`src/rtl/pipeline_ctrl.sv`:
```
`default_nettype none
// ============================================================================
// Module      : pipeline_ctrl
// Description : Stall/flush sequencer for the 5-stage RV32I pipeline, with a
//               data-memory wait FSM, access timeout and perf counters.
// Revision    : 1.0 - initial release
// ============================================================================
module pipeline_ctrl #(
   parameter int DMEM_TIMEOUT = 16,
   parameter int TO_W         = 5,
   parameter int CNT_W        = 16
) (
   input  logic             clk,
   input  logic             rst,
   input  logic             hz_stall,
   input  logic             ex_redirect,
   input  logic             imem_ready,
   input  logic             dmem_req,
   input  logic             dmem_ready,
   input  logic             wb_halt,
   output logic             pc_en,
   output logic             if_id_en,
   output logic             if_id_flush,
   output logic             id_ex_en,
   output logic             id_ex_flush,
   output logic             ex_mem_en,
   output logic             mem_wb_en,
   output logic             mem_wb_flush,
   output logic             halted,
   output logic             bus_err,
   output logic [CNT_W-1:0] stall_cnt,
   output logic [CNT_W-1:0] flush_cnt
);

   localparam logic [1:0]      c_st_run       = 2'd0;
   localparam logic [1:0]      c_st_dmem_wait = 2'd1;
   localparam logic [1:0]      c_st_halted    = 2'd2;
   localparam logic [TO_W-1:0] c_to_last      = TO_W'(DMEM_TIMEOUT - 1);

   logic [1:0]       r_state;
   logic [TO_W-1:0]  r_wait_cnt;
   logic [CNT_W-1:0] r_stall_cnt;
   logic [CNT_W-1:0] r_flush_cnt;
   logic             r_bus_err;

   logic [1:0]       w_state_nxt;
   logic [TO_W-1:0]  w_wait_nxt;
   logic             w_timeout;
   logic             w_is_halted;
   logic             w_freeze;
   logic             w_redirect;
   logic             w_pc_en;
   logic             w_if_id_en;
   logic             w_if_id_flush;
   logic             w_id_ex_en;
   logic             w_id_ex_flush;
   logic             w_ex_mem_en;
   logic             w_mem_wb_en;
   logic             w_mem_wb_flush;
   logic             w_stall_inc;
   logic             w_flush_inc;

   assign w_is_halted = (r_state == c_st_halted);
   assign w_freeze    = dmem_req & ~dmem_ready & ~w_is_halted;
   assign w_redirect  = ex_redirect & ~w_freeze & ~w_is_halted;

   // Stage control, highest priority first; flushes dominate enables downstream.
   always_comb begin
      w_pc_en        = 1'b1;
      w_if_id_en     = 1'b1;
      w_if_id_flush  = 1'b0;
      w_id_ex_en     = 1'b1;
      w_id_ex_flush  = 1'b0;
      w_ex_mem_en    = 1'b1;
      w_mem_wb_en    = 1'b1;
      w_mem_wb_flush = 1'b0;
      if (rst) begin
         w_pc_en        = 1'b0;
         w_if_id_en     = 1'b0;
         w_if_id_flush  = 1'b1;
         w_id_ex_en     = 1'b0;
         w_id_ex_flush  = 1'b1;
         w_ex_mem_en    = 1'b0;
         w_mem_wb_en    = 1'b0;
         w_mem_wb_flush = 1'b1;
      end else if (w_is_halted) begin
         w_pc_en        = 1'b0;
         w_if_id_en     = 1'b0;
         w_id_ex_en     = 1'b0;
         w_ex_mem_en    = 1'b0;
         w_mem_wb_en    = 1'b0;
      end else if (w_freeze) begin
         w_pc_en        = 1'b0;
         w_if_id_en     = 1'b0;
         w_id_ex_en     = 1'b0;
         w_ex_mem_en    = 1'b0;
         w_mem_wb_flush = 1'b1;
      end else if (ex_redirect) begin
         w_if_id_flush  = 1'b1;
         w_id_ex_flush  = 1'b1;
      end else if (hz_stall) begin
         w_pc_en        = 1'b0;
         w_if_id_en     = 1'b0;
         w_id_ex_flush  = 1'b1;
      end else if (!imem_ready) begin
         w_pc_en        = 1'b0;
         w_if_id_flush  = 1'b1;
      end
   end

   always_comb begin
      w_state_nxt = r_state;
      w_wait_nxt  = r_wait_cnt;
      w_timeout   = 1'b0;
      case (r_state)
         c_st_run: begin
            if (w_freeze) begin
               w_state_nxt = c_st_dmem_wait;
               w_wait_nxt  = '0;
            end
         end
         c_st_dmem_wait: begin
            if (w_freeze) begin
               if (r_wait_cnt == c_to_last) begin
                  w_timeout   = 1'b1;
                  w_state_nxt = c_st_halted;
               end else begin
                  w_wait_nxt  = r_wait_cnt + 1'b1;
               end
            end else begin
               w_state_nxt = c_st_run;
               w_wait_nxt  = '0;
            end
         end
         c_st_halted: w_state_nxt = c_st_halted;
         default: begin
            w_state_nxt = c_st_run;
            w_wait_nxt  = '0;
         end
      endcase
      // The retiring halt wins over any memory-wait transition.
      if (wb_halt && !w_is_halted) begin
         w_state_nxt = c_st_halted;
      end
   end

   assign w_stall_inc = ~w_is_halted & ~w_pc_en;
   assign w_flush_inc = w_redirect;

   always_ff @(posedge clk) begin
      if (rst) begin
         r_state     <= c_st_run;
         r_wait_cnt  <= '0;
         r_stall_cnt <= '0;
         r_flush_cnt <= '0;
         r_bus_err   <= 1'b0;
      end else begin
         r_state    <= w_state_nxt;
         r_wait_cnt <= w_wait_nxt;
         if (w_timeout) begin
            r_bus_err <= 1'b1;
         end
         if (w_stall_inc && (r_stall_cnt != {CNT_W{1'b1}})) begin
            r_stall_cnt <= r_stall_cnt + 1'b1;
         end
         if (w_flush_inc && (r_flush_cnt != {CNT_W{1'b1}})) begin
            r_flush_cnt <= r_flush_cnt + 1'b1;
         end
      end
   end

   assign pc_en        = w_pc_en;
   assign if_id_en     = w_if_id_en;
   assign if_id_flush  = w_if_id_flush;
   assign id_ex_en     = w_id_ex_en;
   assign id_ex_flush  = w_id_ex_flush;
   assign ex_mem_en    = w_ex_mem_en;
   assign mem_wb_en    = w_mem_wb_en;
   assign mem_wb_flush = w_mem_wb_flush;
   assign halted       = ~rst & w_is_halted;
   assign bus_err      = r_bus_err;
   assign stall_cnt    = r_stall_cnt;
   assign flush_cnt    = r_flush_cnt;

endmodule
`default_nettype wire

```
`config.mk`:
```
export PLATFORM = sky130hd
export DESIGN_NAME = pipeline_ctrl
export DESIGN_NICKNAME = d
export VERILOG_FILES = /design/src/rtl/pipeline_ctrl.sv
export SDC_FILE = /design/constraint.sdc
export NUM_CORES = 1
export LEC_CHECK = 0
export BUFFER_PORTS_ARGS = -buffer_cell sky130_fd_sc_hd__buf_4
export CORE_ASPECT_RATIO = 0.6
export CORE_UTILIZATION = 30
export CTS_BUF_LIST = sky130_fd_sc_hd__clkbuf_16
export CTS_CLUSTER_SIZE = 25
export DETAILED_ROUTE_END_ITERATION = 8
export SLEW_MARGIN = 20
export SYNTH_ARGS = -nofsm -noshare
export SYNTH_HDL_FRONTEND = slang
export SYNTH_SLANG_ARGS = --single-unit
```
`constraint.sdc`:
```
create_clock -name clk -period 2.1 [get_ports clk]
set_input_delay 0.105 -clock clk [delete_from_list [all_inputs] [get_ports clk]]
set_output_delay 0.105 -clock clk [all_outputs]
set_load 0.03 [all_outputs]
```
==> impl_results.md <==
- Sw Ratio: 24.97%
- Clock share of power: a little under half
- Worst path cell trace: ha_2 -> and3_1 -> and4bb_4 -> or3_4 -> nor4_2 -> mux2_2
- Setup_tns: 0 ns
- Buffers on Ports: 49
- Detailed Place HPWL: 3758 um
- Syn Nets: roughly 260
- Total Wirelength: roughly 5300 um
- Power per cell area: 665.5 nW/um2
- RR Startpoint: stall_cnt[0]$_SDFFE_PP0P_
- # rows: 22
- Setup Viol. Count Final: 0
- Highest-count cells in the layout ignoring fill and taps: buf_4 (59), nor2_1 (40), dfxtp_1 (38)
- Starting Density: between 30% and 40%
- Avg Cell Area, Syn: around 8.3 um2
- Seq pwr share: about 44%
- Clock Tree Buf Depth: 2
- Final hold violation count: 0
- Die area: 7109 um2
- IO Pins: 50
- Root buffer cell: clkbuf_16
- Post-DRT Antenna Nets: 0
- Routability congestion estimate: approximately 0.79
- Number of global-route vias before repair: about 1,700
- Setup WS post-layout: 0.02641 ns
- Post-route core utilization: between 40 and 50%
- Worst R2R Setup Slack: between 0.02 and 0.03 ns
- Fin Clk Skew: between 0.005 and 0.006 ns
- Most common cell after layout, fill and taps aside: buf_4
- First-pass GRT wire length: ~8200 um
- Sw power: 449.9 uW
- TritonCTS clock tree: built
- DRC Markers: 0
- Synth area leader: dfxtp_1
- Post-route cell area: about 2700 um2
- Layout cell share with drive strength beyond 1: a little over a quarter
- Netlist cell types: 40
- Register Area: approximately 810 um2
- Fin. max-slew vios: 0
- Area of the multi-input gates: about 1200 um2
- Register clock-pin slew on the reported worst setup and hold paths: ~0.060 ns
- Yosys warning count: 0
- Synth top area cells: dfxtp_1 (39%), xnor2_1 (8.6%), nor2_1 (7.4%)
- Hold-critical path depth: 2
- Filler cells: around 640
- Cell area after placement: approximately 2500 um2
- Post-CTS Resized: 0
- Internal Pwr Total: 1.352 mW
- Vias: 1,916
- Maximum VDD drop: about 370 uV
- Grt total ovfl: 0
- DRT iter0 DRCs: 119
- Pleak: 1.032 nW
- Total CTS buffers: 5
- Share of the synthesized area in the top cell type: around 39%
- Final worst-path cycle share: 98.74%
- Setup crit end kind: flip-flop
- CP Class: reg -> reg
- Clk_lat worst skew: just under 0.3 ns
- Achievable clock frequency: 482.3 MHz
- Routed vias/inst: 4.977
- Largest net degree at the start of global routing: 45
- Logic pwr share: 10.6%
- GRT Util Overall: roughly 15%
- Minimum clock period: approximately 2.1 ns
- Hold Crit Class: in -> reg
- Worst reg2reg path endpoint: stall_cnt[13]$_SDFFE_PP0P_
- Slew at the pin closest to its max-slew limit: 0.5114 ns
- Die H: ~66 um
- Hold_sp: wb_halt
- Core Area: roughly 6300 um2
- Max-Cap Viols: 0
- Outcome: finished, final reports clean
- Hold Buf Count CTS: 0
- CP max FO: 11
- Slowest CP cell: or3_4
- Synthesized cell area: about 2000 um2
- P&R area growth vs syn: 33.42%
- Reg2reg path depth: 6
- Post-synthesis register bit count: 40
- DR pass1 iterations: 4
- Fin nets: 312
- Synth Instances: roughly 240
- Critical Path RT: approximately 2.3 ns
- Worst path max stage delay: 0.40 ns
- Unrepaired setup endpoints after global routing: false
- H-tree levels: 2
- Avg WL per Cell: roughly 14 um
- Diode count: 0
- # Post-CTS Setup Buffers: 0
- Chip Width: 108.2 um
- CP Launch Type: flip-flop
- Worst Hold End: r_state[0]$_SDFFE_PP0P_
- Rel. slew slack: approximately 66%
- Initial antenna violation count: 0
- Clock Sinks: 40
- Arr. time, crit path: around 2.3 ns
- Seq/Total Area, Yosys: 39.46%
- Worst slack at placement: about 0.044 ns
metrics by stage:
step	hold slack (ns)	std cells	total power [mW]
finish	0.01094	385	1.802
detailed placement	0.3100	377	0.9925
floorplan	0.1932	244	0.9245
global route	0.008155	385	1.878
global placement	0.3059	377	0.9915
CTS	0.007103	385	1.822
cells in the mapped netlist:
cell type / number
buf_4: 2
a2111oi_0: 1
and2_1: 1
o211a_1: 1
buf_6: 1
mux2i_1: 1
xnor2_1: 20
nor3_1: 9
o31ai_1: 4
clkbuf_1: 7
nand4_4: 1
o21a_1: 1
and3_1: 5
nor4_1: 12
or4_1: 4
a22oi_1: 1
xor2_1: 2
mux2_2: 1
ha_1: 4
and4bb_4: 1
a21oi_1: 14
nand2b_1: 2
or3_4: 1
nand4_1: 8
o211ai_1: 1
nand3b_1: 1
nor2_1: 40
and4_4: 1
and4_1: 1
nand3_1: 9
nor2b_1: 5
or3_1: 4
nand2_1: 16
or2_2: 1
nor3b_1: 2
nor4b_1: 3
dfxtp_1: 40
o211a_4: 1
inv_1: 6
o21ai_0: 9
sequential cells by signal (all words and copies together), names as in the netlist:
name        count
r_state         2
r_wait_cnt      5
bus_err         1
stall_cnt      16
flush_cnt      16
kinds of logic (layout without fill, tap and decap cells):
family / count (synthesis) / in the layout / share of synthesized area, %
DFF: 40 / 40 / 39.46
adders and majority gates: 4 / 4 / 2.466
and+or+nand+nor: 127 / 127 / 33.79
AOI/OAI and AO/OA: 33 / 33 / 10.05
muxes: 2 / 2 / 1.048
xor gates and xnor gates: 22 / 22 / 9.495
buffers and inverters: 16 / 73 / 3.699
power groups by stage:
stage	logic, mW	clock network, mW	registers (mW)
final	0.190	0.826	0.785
after CTS	0.192	0.846	0.785
after global routing	0.206	0.885	0.787
after floorplan	0.105	0	0.819
after global placement	0.191	0	0.800
after detailed placement	0.191	0	0.802
worst max path at each step:
stage,start,to,slack [ns],cells past startpoint
2_1_floorplan,stall_cnt[0]$_SDFFE_PP0P_,stall_cnt[13]$_SDFFE_PP0P_,0.003,7
3_3_place_gp,stall_cnt[0]$_SDFFE_PP0P_,stall_cnt[13]$_SDFFE_PP0P_,0.09,6
3_5_place_dp,stall_cnt[0]$_SDFFE_PP0P_,stall_cnt[13]$_SDFFE_PP0P_,0.04,6
4_1_cts,stall_cnt[0]$_SDFFE_PP0P_,stall_cnt[13]$_SDFFE_PP0P_,0.03,6
5_1_grt,stall_cnt[0]$_SDFFE_PP0P_,stall_cnt[13]$_SDFFE_PP0P_,0.0004,6
6_report,stall_cnt[0]$_SDFFE_PP0P_,stall_cnt[13]$_SDFFE_PP0P_,0.03,6
final cells by class:
cell class                      count  share of cell area [%]
Clock buffer                        6                   5.545
Clock inverter                      2                  0.4621
Inverter                            6                  0.8318
Multi-Input combinational cell    188                   43.16
Sequential cell                    40                   29.76
Tap cell                           84                   3.882
Timing Repair Buffer               59                   16.36
worst max-delay path, delay by kind of cell (launching register included):
| kind | cells | cell delay, ns |
|---|---|---|
| adders and majority gates | 1 | 0.19 |
| and+or+nand+nor | 4 | 1.05 |
| DFF | 1 | 0.36 |
| muxes | 1 | 0.36 |
per-layer routing:
metal | global-route usage [%] | wire (um) | up-vias
li1 | - | - | 989
met1 | 21.80 | 2847 | 881
met2 | 20.78 | 2094 | 44
met3 | 5.754 | 325 | 2
met4 | 3.596 | 25 | 0
met5 | 0 | 0 | -
Power figures use the tool's default switching activity.
